`src/rtl/jpeg_pkg.sv`:
```
// jpeg_pkg: shared defaults and scheduler state encoding for the JPEG RLE path
package jpeg_pkg;
  localparam int DEFAULT_NUM_ELEMS = 64;
  localparam int DEFAULT_DATA_W = 8;
  localparam int DEFAULT_ENC_TIMEOUT = 128;
  typedef enum logic [2:0] {
    ST_IDLE,
    ST_CLEAR,
    ST_ENCODE,
    ST_DRAIN,
    ST_EOB
  } state_e;
endpackage

```
`src/rtl/rle_block_scheduler.sv`:
```
// rle_block_scheduler: sequences one zigzag block through the RLE encoder and streams its run pairs plus an EOB word
module rle_block_scheduler
  import jpeg_pkg::*;
#(
  parameter int NUM_ELEMS = DEFAULT_NUM_ELEMS,
  parameter int DATA_W = DEFAULT_DATA_W,
  parameter int ENC_TIMEOUT = DEFAULT_ENC_TIMEOUT
) (
  input  logic                        clk_in,
  input  logic                        rst_n_in,
  input  logic                        block_valid_in,
  output logic                        block_ready_out,
  output logic                        enc_rst_out,
  output logic                        enc_valid_out,
  input  logic                        enc_done_in,
  input  logic [6:0]                  enc_runs_in,
  input  logic [NUM_ELEMS*DATA_W-1:0] enc_value_in,
  input  logic [NUM_ELEMS*DATA_W-1:0] enc_count_in,
  output logic                        pair_valid_out,
  input  logic                        pair_ready_in,
  output logic [DATA_W-1:0]           pair_value_out,
  output logic [DATA_W-1:0]           pair_count_out,
  output logic                        pair_last_out,
  output logic                        busy_out,
  output logic                        timeout_err_out,
  output logic [15:0]                 blocks_done_out
);
  localparam int IW = $clog2(NUM_ELEMS + 1);
  localparam int TW = $clog2(ENC_TIMEOUT + 1);
  state_e state_q, state_d;
  logic [IW-1:0] idx_q, idx_d, runs_q, runs_d, runs_clip;
  logic [TW-1:0] timer_q, timer_d;
  logic abort_q, abort_d, timeout_q, timeout_d;
  logic [15:0] blocks_done_q, blocks_done_d;
  logic enc_expired;
  assign runs_clip = (32'(enc_runs_in) > NUM_ELEMS) ? IW'(NUM_ELEMS) : IW'(enc_runs_in);
  assign enc_expired = timer_q == TW'(ENC_TIMEOUT - 1);
  assign block_ready_out = state_q == ST_IDLE;
  assign busy_out = state_q != ST_IDLE;
  // encoder is held in reset during our own reset, for the CLEAR cycle and for one cycle after an abort
  assign enc_rst_out = !rst_n_in || state_q == ST_CLEAR || abort_q;
  assign enc_valid_out = state_q == ST_ENCODE;
  assign pair_valid_out = state_q == ST_DRAIN || state_q == ST_EOB;
  assign pair_last_out = state_q == ST_EOB;
  assign pair_value_out = state_q == ST_DRAIN ? enc_value_in[idx_q*DATA_W +: DATA_W] : '0;
  assign pair_count_out = state_q == ST_DRAIN ? enc_count_in[idx_q*DATA_W +: DATA_W] : '0;
  assign timeout_err_out = timeout_q;
  assign blocks_done_out = blocks_done_q;
  // next-state logic; an empty run list skips DRAIN so no pair is emitted before EOB
  always_comb begin
    state_d = state_q;
    idx_d = idx_q;
    runs_d = runs_q;
    timer_d = timer_q;
    abort_d = 1'b0;
    timeout_d = timeout_q;
    blocks_done_d = blocks_done_q;
    case (state_q)
      ST_IDLE: state_d = block_valid_in ? ST_CLEAR : ST_IDLE;
      ST_CLEAR: begin
        state_d = ST_ENCODE;
        timer_d = '0;
      end
      ST_ENCODE: begin
        if (enc_done_in) begin
          runs_d = runs_clip;
          idx_d = '0;
          state_d = runs_clip == '0 ? ST_EOB : ST_DRAIN;
        end else if (enc_expired) begin
          state_d = ST_IDLE;
          abort_d = 1'b1;
          timeout_d = 1'b1;
        end else begin
          timer_d = timer_q + TW'(1);
        end
      end
      ST_DRAIN: begin
        if (pair_ready_in) begin
          idx_d = idx_q + IW'(1);
          state_d = (idx_q + IW'(1) == runs_q) ? ST_EOB : ST_DRAIN;
        end
      end
      ST_EOB: begin
        if (pair_ready_in) begin
          blocks_done_d = blocks_done_q + 16'd1;
          state_d = ST_IDLE;
        end
      end
      default: state_d = ST_IDLE;
    endcase
  end
  // state registers, cleared asynchronously so a block in flight is abandoned at once
  always_ff @(posedge clk_in or negedge rst_n_in) begin
    if (!rst_n_in) begin
      state_q <= ST_IDLE;
      idx_q <= '0;
      runs_q <= '0;
      timer_q <= '0;
      abort_q <= 1'b0;
      timeout_q <= 1'b0;
      blocks_done_q <= '0;
    end else begin
      state_q <= state_d;
      idx_q <= idx_d;
      runs_q <= runs_d;
      timer_q <= timer_d;
      abort_q <= abort_d;
      timeout_q <= timeout_d;
      blocks_done_q <= blocks_done_d;
    end
  end
endmodule

```
`config.mk`:
```
export PLATFORM = sky130hd
export DESIGN_NAME = rle_block_scheduler
export DESIGN_NICKNAME = d
export VERILOG_FILES = /design/src/rtl/jpeg_pkg.sv /design/src/rtl/rle_block_scheduler.sv
export SDC_FILE = /design/constraint.sdc
export NUM_CORES = 1
export LEC_CHECK = 0
export BUFFER_PORTS_ARGS = -buffer_cell sky130_fd_sc_hd__buf_2
export CAP_MARGIN = 25
export CORE_AREA = 5 5 415 417
export DETAILED_ROUTE_END_ITERATION = 10
export DIE_AREA = 0 0 420 422
export HOLD_SLACK_MARGIN = 0.05
export PLACE_DENSITY_LB_ADDON = 0.12
export SYNTH_ARGS = -nofsm -noshare
export SYNTH_HDL_FRONTEND = slang
export SYNTH_SLANG_ARGS = --single-unit
```
`constraint.sdc`:
```
create_clock -name clk_in -period 2.5 [get_ports clk_in]
set_clock_uncertainty 0.1 [all_clocks]
set_input_delay 0.125 -clock clk_in [delete_from_list [all_inputs] [get_ports clk_in]]
set_output_delay 0.125 -clock clk_in [all_outputs]
set_load 0.02 [all_outputs]
```
==> impl_metrics.prom, run 1 <==
# TYPE chip_impl_metric gauge
chip_impl_metric{name="die_w",unit="µm"} 420
chip_impl_metric{name="cellPowerDensity",unit="nW/µm²"} 906
chip_impl_metric{name="port_buffers",unit=""} 1074
chip_impl_metric{name="critical_path.max_fanout",unit=""} 7
chip_impl_metric{name="synth_warn",unit=""} 0
chip_impl_metric{name="tightest_slew",unit="ns"} 0.656
chip_impl_metric{name="fin_crit",unit="ns"} 3.12
chip_impl_metric{name="floorplan.initialDensity",unit=""} 0.0623
chip_impl_metric{name="multi_input_area",unit="µm²"} 9560
chip_impl_metric{name="place_congestion",unit=""} 0.905
chip_impl_metric{name="fp-row-count",unit=""} 151
chip_impl_metric{name="drv_cap",unit=""} 0
chip_impl_metric{name="synth_top_cell_area_share",unit=""} 0.552
chip_impl_info{name="critical_path.reg2reg.startpoint",value="idx_q[0]$_DFFE_PN0P_"} 1
chip_impl_metric{name="layout.nets",unit=""} 3116
chip_impl_info{name="synth_top_area_cell",value="sky130_fd_sc_hd__mux4_2"} 1
chip_impl_metric{name="wl",unit="µm"} 122000
chip_impl_info{name="hold_path_end",value="runs_q[6]$_DFFE_PN0P_"} 1
chip_impl_metric{name="post_drt_wl_per_cell",unit="µm"} 28.2
chip_impl_info{name="violations",value="setup timing"} 1
chip_impl_info{name="ctsRootBufferMaster",value="sky130_fd_sc_hd__clkbuf_16"} 1
chip_impl_metric{name="synthArstFlopShare",unit=""} 1.00
chip_impl_info{name="holdCritPathClass",value="input port to flop"} 1
chip_impl_metric{name="timing.final.setup_violations",unit=""} 16
chip_impl_metric{name="syn-mean-instance-area",unit="µm²"} 12.4
chip_impl_metric{name="maxClockFrequency",unit="GHz"} 0.320
chip_impl_info{name="synth_most_common_cell",value="sky130_fd_sc_hd__mux4_2"} 1
chip_impl_info{name="timing.hold.worst.start",value="enc_runs_in[6]"} 1
chip_impl_info{name="worst_setup_path_start_kind",value="flop"} 1
chip_impl_metric{name="worst-r2r-cell-count",unit=""} 11
chip_impl_metric{name="utilization",unit=""} 0.130
chip_impl_metric{name="die-height",unit="µm"} 422
chip_impl_metric{name="drt.antenna.violating_nets",unit=""} 0
chip_impl_metric{name="cts.sinks",unit=""} 43
chip_impl_metric{name="maxSlewHeadroom",unit=""} 0.562
chip_impl_metric{name="hold_violations",unit=""} 0
chip_impl_info{name="synth.cells.most_frequent",value="sky130_fd_sc_hd__mux4_2, sky130_fd_sc_hd__mux2i_1, sky130_fd_sc_hd__nand2_1"} 1
chip_impl_metric{name="postSynthCellCount",unit=""} 844
chip_impl_metric{name="worstHoldPathCells",unit=""} 2
chip_impl_metric{name="vias",unit=""} 14000
chip_impl_metric{name="dr.pass1.iters",unit=""} 5
chip_impl_metric{name="required_time_at_the_worst_slack_endpoint",unit="ns"} 2.28
chip_impl_metric{name="vdd.ir_drop.worst",unit="µV"} 258
chip_impl_metric{name="core_area",unit="µm²"} 168000
chip_impl_metric{name="cts.reportedPaths.clkPinSlew",unit="ns"} 0.06
chip_impl_metric{name="final-instance-count-excl-fill",unit=""} 4307
chip_impl_metric{name="placed_cells_incl_taps",unit=""} 4242
chip_impl_info{name="status",value="finished with violations"} 1
chip_impl_info{name="cts_tree",value="yes"} 1
chip_impl_metric{name="first_pass_grt_wire_length",unit="µm"} 154000
chip_impl_metric{name="static-leakage-power",unit="nW"} 9.20
chip_impl_info{name="synth.area.top_cells",value="sky130_fd_sc_hd__mux4_2, sky130_fd_sc_hd__dfrtp_1, sky130_fd_sc_hd__mux2i_1, sky130_fd_sc_hd__nand2_1, sky130_fd_sc_hd__buf_2"} 1
chip_impl_info{name="setup.worst_path.end_class",value="output pin"} 1
chip_impl_metric{name="vias_per_cell",unit=""} 3.25
chip_impl_info{name="critPathLaunch",value="idx_q[0]$_DFFE_PN0P_"} 1
chip_impl_metric{name="dp_hpwl",unit="µm"} 110000
chip_impl_metric{name="grt_max_degree",unit=""} 44
chip_impl_metric{name="final.setup.worst_slack",unit="ns"} -0.621
chip_impl_metric{name="r2r_setup_slack",unit="ns"} 0.11
chip_impl_info{name="rsz0062_at_grt",value="yes"} 1
chip_impl_metric{name="flow.area_growth_from_synthesis",unit="%"} 109
chip_impl_metric{name="syn-cell-area",unit="µm²"} 10500
chip_impl_metric{name="arrival",unit="ns"} 2.90
chip_impl_metric{name="ctsLongestPathBuffers",unit=""} 2
chip_impl_metric{name="initial_antenna_violation_count",unit=""} 77
chip_impl_metric{name="synth_edf_count",unit=""} 0
chip_impl_metric{name="post_route_drc_violation_count",unit=""} 0
chip_impl_metric{name="timing.final.crit_share",unit=""} 1.25
chip_impl_info{name="r2r_endpoint",value="state_q[1]$_DFFE_PN0P_"} 1
chip_impl_metric{name="share_of_layout_cells_above_drive_strength_1",unit=""} 0.820
chip_impl_metric{name="ys_seq_area_frac",unit=""} 0.103
chip_impl_metric{name="die-area",unit="µm²"} 177000
chip_impl_metric{name="clk-insertion-delay-late",unit="ns"} 0.30
chip_impl_metric{name="h-tree-depth",unit=""} 2
chip_impl_metric{name="first_global_vias",unit=""} 15500
chip_impl_metric{name="number_of_top_level_pins",unit=""} 1075
chip_impl_metric{name="mappedNetlistNets",unit=""} 1883
chip_impl_metric{name="synth-seq-cells",unit=""} 43
chip_impl_metric{name="fillCellCount",unit=""} 19400
chip_impl_metric{name="slew_violations",unit=""} 0
chip_impl_info{name="ys.flop_type",value="sky130_fd_sc_hd__dfrtp_1"} 1
chip_impl_metric{name="gr-usage-all-layers",unit=""} 0.130
chip_impl_metric{name="initialDrtViolationCount",unit=""} 611
chip_impl_metric{name="post_synthesis_cell_type_count",unit=""} 54
chip_impl_info{name="crit_type",value="flop to output pin"} 1
chip_impl_metric{name="cts_inserted_buffers",unit=""} 5
chip_impl_metric{name="register_area",unit="µm²"} 1090
chip_impl_metric{name="globalRoute.totalOverflow",unit=""} 0
[cell type report]
type | count | area share
diodes | 11 | 0.00125
clock buffers | 6 | 0.00632
clock inverters | 2 | 0.00177
inverters | 9 | 0.00154
multi-input cells | 693 | 0.435
flip-flops and latches | 43 | 0.0497
well taps | 2218 | 0.126
repair buffers | 1325 | 0.378
[worst max path at each step]
stage	cells past startpoint	to
4_1_cts	9	pair_value_out[7]
5_1_grt	9	pair_count_out[5]
3_5_place_dp	10	pair_value_out[2]
2_1_floorplan	6	pair_count_out[4]
3_3_place_gp	10	pair_value_out[2]
6_report	9	pair_count_out[5]
[flip-flops by register name, indices dropped and copies added (netlist names)]
signal	cells
blocks_done_out	16
timer_q	8
idx_q	7
runs_q	7
state_q	3
abort_q	1
timeout_err_out	1
[per-layer routing]
| metal | up-vias | track usage | wire length, µm | part of all wire |
|---|---|---|---|---|
| li1 | 6141 | - | - | - |
| met1 | 7068 | 0.164 | 51100 | 0.42 |
| met2 | 661 | 0.242 | 63500 | 0.52 |
| met3 | 98 | 0.0200 | 5990 | 0.049 |
| met4 | 18 | 0.00740 | 931 | 0.0077 |
| met5 | - | 0 | 137 | 0.0011 |
[logic make-up (layout without fill, tap and decap cells)]
| group | Yosys count | in the layout | share of synthesized area |
|---|---|---|---|
| AO/OA/AOI/OAI | 153 | 153 | 0.0970 |
| XOR/XNOR | 29 | 29 | 0.0242 |
| adder cells (fa/ha/maj) | 3 | 3 | 0.00358 |
| buffers and inverters | 108 | 1342 | 0.0593 |
| flip-flops | 43 | 43 | 0.103 |
| multiplexers | 345 | 345 | 0.636 |
| other | 0 | 11 | 0 |
| AND/OR/NAND/NOR | 163 | 163 | 0.0771 |
[repair_timing]
item / in CTS / in global routing
setup endpoints to repair: 16 / 19
setup buffers: 31 / 7
gates cloned: 8 / 1
endpoints found under the hold margin: 51 / 0
hold buffers: 9 / 0
gates resized for setup: 192 / 46
pin swaps: 30 / 26
[metrics by stage]
step | hold slack, ns | power [mW] | setup slack [ns] | setup TNS (ns) | area [µm²]
detailed placement | 0.221 | 17.0 | -0.821 | -9.47 | 20100
global placement | 0.216 | 17.1 | -0.779 | -9.59 | 20100
floorplan | -0.271 | 8.81 | 0.263 | 0 | 10500
global route | 0.0842 | 21.4 | -0.699 | -10.18 | 22000
CTS | 0.0567 | 20.5 | -0.726 | -10.39 | 21700
finish | 0.0688 | 19.9 | -0.621 | -8.26 | 22000
[cells in the final DEF (no fill, tap or decap), types with 5 or more instances in the layout]
| cell | instances |
|---|---|
| sky130_fd_sc_hd__a21oi_1 | 16 |
| sky130_fd_sc_hd__a22oi_1 | 12 |
| sky130_fd_sc_hd__a22oi_2 | 7 |
| sky130_fd_sc_hd__and3_1 | 8 |
| sky130_fd_sc_hd__buf_12 | 44 |
| sky130_fd_sc_hd__buf_16 | 9 |
| sky130_fd_sc_hd__buf_2 | 1058 |
| sky130_fd_sc_hd__buf_4 | 162 |
| sky130_fd_sc_hd__buf_6 | 34 |
| sky130_fd_sc_hd__buf_8 | 6 |
| sky130_fd_sc_hd__clkbuf_16 | 6 |
| sky130_fd_sc_hd__dfrtp_1 | 38 |
| sky130_fd_sc_hd__diode_2 | 11 |
| sky130_fd_sc_hd__dlygate4sd3_1 | 9 |
| sky130_fd_sc_hd__inv_1 | 7 |
| sky130_fd_sc_hd__mux2_2 | 5 |
| sky130_fd_sc_hd__mux2i_1 | 55 |
| sky130_fd_sc_hd__mux2i_2 | 10 |
| sky130_fd_sc_hd__mux2i_4 | 16 |
| sky130_fd_sc_hd__mux4_2 | 257 |
| sky130_fd_sc_hd__nand2_1 | 59 |
| sky130_fd_sc_hd__nand2_2 | 9 |
| sky130_fd_sc_hd__nand2b_1 | 9 |
| sky130_fd_sc_hd__nand3_1 | 13 |
| sky130_fd_sc_hd__nand3_2 | 5 |
| sky130_fd_sc_hd__nor2_1 | 13 |
| sky130_fd_sc_hd__nor2b_1 | 8 |
| sky130_fd_sc_hd__nor3_1 | 6 |
| sky130_fd_sc_hd__o211ai_1 | 6 |
| sky130_fd_sc_hd__o21ai_0 | 19 |
| sky130_fd_sc_hd__o21ai_1 | 8 |
| sky130_fd_sc_hd__o21ai_2 | 7 |
| sky130_fd_sc_hd__o21ai_4 | 9 |
| sky130_fd_sc_hd__o221ai_1 | 6 |
| sky130_fd_sc_hd__o22ai_1 | 9 |
| sky130_fd_sc_hd__o22ai_2 | 7 |
| sky130_fd_sc_hd__xnor2_1 | 20 |
| sky130_fd_sc_hd__xor2_1 | 8 |
[critical path, cell delays in order (launching register included)]
cell                      delay [ns]
sky130_fd_sc_hd__dfrtp_4        0.52
sky130_fd_sc_hd__buf_12         0.17
sky130_fd_sc_hd__buf_12         0.14
sky130_fd_sc_hd__buf_16         0.14
sky130_fd_sc_hd__mux4_2         0.43
sky130_fd_sc_hd__mux4_2         0.59
sky130_fd_sc_hd__o21ai_4        0.23
sky130_fd_sc_hd__buf_6          0.15
sky130_fd_sc_hd__o21ai_2        0.06
sky130_fd_sc_hd__buf_6          0.14
[where the power goes]
group | total, mW | leakage, nW | internal, mW | switching [mW]
Combinational | 18.1 | 8.54 | 9.07 | 9.03
Sequential | 0.969 | 0.573 | 0.829 | 0.140
Clock | 0.831 | 0.0875 | 0.504 | 0.327
Note: power is estimated with default switching activity, not from simulation.
==> inputs of run 2 (changes only) <==
Settings changed: SKIP_CTS_REPAIR_TIMING set to 1.
==> run 2 against run 1 <==
Effect of this change:
- the flow finishes with violations (hold timing, setup timing)
- sequential share of layout area barely moved
- non-clock buffer count rose by 18
- register-to-register slack improved by 0.06 ns
- first-iteration DRC count rose by 5.9%
- critical path depth fell by 1
- setup slack got worse by 0.0049 ns
- clock power barely moved
- final cell count rose by 0.56%
- highest routed layer unchanged
==> impl_metrics.prom, run 2 (same netlist as run 1, synthesis figures left out) <==
# TYPE chip_impl_metric gauge
chip_impl_metric{name="hold_violations",unit=""} 1
chip_impl_metric{name="use_met1",unit=""} 0.161
chip_impl_metric{name="stdcell_area",unit="µm²"} 22000
chip_impl_info{name="setup.worst_path.end_class",value="output pin"} 1
chip_impl_metric{name="place_congestion",unit=""} 0.905
chip_impl_metric{name="vias_per_cell",unit=""} 3.25
chip_impl_metric{name="first_global_vias",unit=""} 15200
chip_impl_info{name="violations",value="hold timing, setup timing"} 1
chip_impl_metric{name="post_drt_wl_per_cell",unit="µm"} 28.2
chip_impl_metric{name="required_time_at_the_worst_slack_endpoint",unit="ns"} 2.28
chip_impl_metric{name="final.hold.worst_slack",unit="ns"} -0.00493
chip_impl_metric{name="detailedPlace.worstSlack",unit="ns"} -0.821
chip_impl_metric{name="cts.reportedPaths.clkPinSlew",unit="ns"} 0.07
chip_impl_metric{name="die-area",unit="µm²"} 177000
chip_impl_metric{name="power_report.internal_total",unit="mW"} 10.4
chip_impl_metric{name="groute.layer.met3.usage",unit=""} 0.0190
chip_impl_metric{name="largest_reg_flops",unit=""} 16
chip_impl_metric{name="maxSlewHeadroom",unit=""} 0.539
chip_impl_metric{name="drv_cap",unit=""} 0
chip_impl_info{name="worst_setup_path_start_kind",value="flop"} 1
chip_impl_metric{name="maxClockFrequency",unit="GHz"} 0.320
chip_impl_metric{name="grt_max_degree",unit=""} 44
chip_impl_metric{name="placed_area",unit="µm²"} 20100
chip_impl_metric{name="vias",unit=""} 14100
chip_impl_metric{name="clk-insertion-delay-late",unit="ns"} 0.30
chip_impl_info{name="crit_type",value="flop to output pin"} 1
chip_impl_metric{name="initialDrtViolationCount",unit=""} 647
chip_impl_metric{name="power",unit="mW"} 19.9
chip_impl_metric{name="cellPowerDensity",unit="nW/µm²"} 904
chip_impl_metric{name="slew_violations",unit=""} 0
chip_impl_metric{name="power.switching_fraction",unit=""} 0.476
chip_impl_metric{name="die-height",unit="µm"} 422
chip_impl_metric{name="first_pass_grt_wire_length",unit="µm"} 152000
chip_impl_metric{name="fin_crit",unit="ns"} 3.13
chip_impl_metric{name="critical_path.max_fanout",unit=""} 8
chip_impl_metric{name="h-tree-depth",unit=""} 2
chip_impl_info{name="most_utilized_layer_in_the_global_route_result",value="met2"} 1
chip_impl_metric{name="cts.sinks",unit=""} 43
chip_impl_metric{name="vdd.ir_drop.worst",unit="µV"} 229
chip_impl_metric{name="proportion_of_power_drawn_by_flip_flops_and_latches",unit=""} 0.049
chip_impl_metric{name="flow.area_growth_from_synthesis",unit="%"} 109
chip_impl_metric{name="core_area",unit="µm²"} 168000
chip_impl_metric{name="net_load_switching_power",unit="mW"} 9.45
chip_impl_metric{name="tightest_slew",unit="ns"} 0.689
chip_impl_metric{name="wl",unit="µm"} 122000
chip_impl_info{name="mostFrequentLayoutCell",value="sky130_fd_sc_hd__buf_2"} 1
chip_impl_info{name="status",value="finished with violations"} 1
chip_impl_metric{name="post_route_drc_violation_count",unit=""} 0
chip_impl_metric{name="clock_power_share",unit=""} 0.042
chip_impl_metric{name="arrival",unit="ns"} 2.90
chip_impl_metric{name="floorplan.initialDensity",unit=""} 0.0623
chip_impl_metric{name="initial_antenna_violation_count",unit=""} 74
chip_impl_metric{name="share_of_layout_cells_above_drive_strength_1",unit=""} 0.823
chip_impl_info{name="cts_tree",value="yes"} 1
chip_impl_metric{name="port_buffers",unit=""} 1074
chip_impl_metric{name="final.setup.worst_slack",unit="ns"} -0.626
chip_impl_metric{name="number_of_top_level_pins",unit=""} 1075
chip_impl_metric{name="cts_inserted_buffers",unit=""} 5
chip_impl_metric{name="groute.layer.met2.usage",unit=""} 0.238
chip_impl_info{name="final_cell_mix",value="sky130_fd_sc_hd__buf_2, sky130_fd_sc_hd__mux4_2, sky130_fd_sc_hd__buf_4"} 1
chip_impl_info{name="ctsRootBufferMaster",value="sky130_fd_sc_hd__clkbuf_16"} 1
chip_impl_metric{name="dp_hpwl",unit="µm"} 110000
chip_impl_metric{name="ctsLongestPathBuffers",unit=""} 2
chip_impl_metric{name="gr-usage-all-layers",unit=""} 0.127
chip_impl_info{name="rsz0062_at_grt",value="yes"} 1
chip_impl_metric{name="timing.final.setup_violations",unit=""} 16
chip_impl_metric{name="setup-tns-final",unit="ns"} -8.66
chip_impl_metric{name="layout.nets",unit=""} 3134
chip_impl_info{name="holdCritPathClass",value="input port to flop"} 1
chip_impl_metric{name="globalRoute.totalOverflow",unit=""} 0
chip_impl_metric{name="static-leakage-power",unit="nW"} 9.28
chip_impl_metric{name="combinational_group_share_of_total_power",unit=""} 0.909
chip_impl_metric{name="timing.final.crit_share",unit=""} 1.25
chip_impl_metric{name="fp-row-count",unit=""} 151
chip_impl_metric{name="fillCellCount",unit=""} 19400
chip_impl_metric{name="dr.pass1.iters",unit=""} 6
chip_impl_metric{name="die_w",unit="µm"} 420
chip_impl_metric{name="drt.antenna.violating_nets",unit=""} 0
[run 2: changes by cell type in the layout (fill, tap and decap cells not counted), sizes merged]
cell and change:
buf +12, bufbuf -2, clkbuf +10, diode +6, dlygate4sd3 -2
[run 2: power groups by stage]
stage	Sequential, mW	Clock, mW	Combinational (mW)
2_1_floorplan	0.918	0	7.90
3_3_place_gp	0.992	0	16.1
3_5_place_dp	0.994	0	16.0
4_1_cts	0.981	0.879	16.1
5_1_grt	0.994	0.900	19.5
6_report	0.970	0.831	18.1
[run 2: critical path: stages, from the launching register on]
cell and delay (ns):
sky130_fd_sc_hd__dfrtp_4 0.48, sky130_fd_sc_hd__buf_12 0.19, sky130_fd_sc_hd__buf_16 0.18, sky130_fd_sc_hd__clkbuf_16 0.19
sky130_fd_sc_hd__mux4_2 0.53, sky130_fd_sc_hd__mux4_2 0.52, sky130_fd_sc_hd__o211ai_1 0.17, sky130_fd_sc_hd__o21ai_1 0.12
sky130_fd_sc_hd__buf_2 0.18
[run 2: metal layers]
metal | wire length (µm) | share of wire | vias to the layer above
li1 | - | - | 6177
met1 | 51300 | 0.42 | 7091
met2 | 63600 | 0.52 | 700
met3 | 6140 | 0.050 | 104
met4 | 1140 | 0.0093 | 16
met5 | 110 | 0.00090 | -
[run 2: worst paths after layout]
kind	end	slack (ns)	startpoint	cells after the start
worst max-delay path	pair_value_out[2]	-0.63	idx_q[0]$_DFFE_PN0P_	8
worst min-delay path	runs_q[4]$_DFFE_PN0P_	-0.005	enc_runs_in[4]	3
worst max register to register	state_q[1]$_DFFE_PN0P_	0.17	idx_q[1]$_DFFE_PN0P_	9
worst min register to register	blocks_done_out[15]$_DFFE_PN0P_	0.38	blocks_done_out[15]$_DFFE_PN0P_	1
max in group asynchronous	idx_q[0]$_DFFE_PN0P_	1.39	rst_n_in	3
min in group asynchronous	blocks_done_out[15]$_DFFE_PN0P_	0.37	rst_n_in	3
[run 2: per-stage QoR]
| step | cells | utilization | hold WS [ns] |
|---|---|---|---|
| 2_1_floorplan | 844 | - | -0.271 |
| 3_3_place_gp | 4242 | 0.119 | 0.216 |
| 3_5_place_dp | 4242 | 0.119 | 0.221 |
| 4_1_cts | 4250 | 0.120 | -0.121 |
| 5_1_grt | 4318 | 0.130 | 0.0545 |
| 6_report | 4331 | 0.131 | -0.00493 |
[run 2: final cells by class]
cell class | count | area, µm² | share of cell area
multi-input cells | 693 | 9470 | 0.431
well taps | 2218 | 2780 | 0.126
flip-flops and latches | 43 | 1090 | 0.0497
clock buffers | 6 | 139 | 0.00632
clock inverters | 2 | 38.8 | 0.00177
repair buffers | 1343 | 8380 | 0.381
inverters | 9 | 33.8 | 0.00154
diodes | 17 | 42.5 | 0.00194
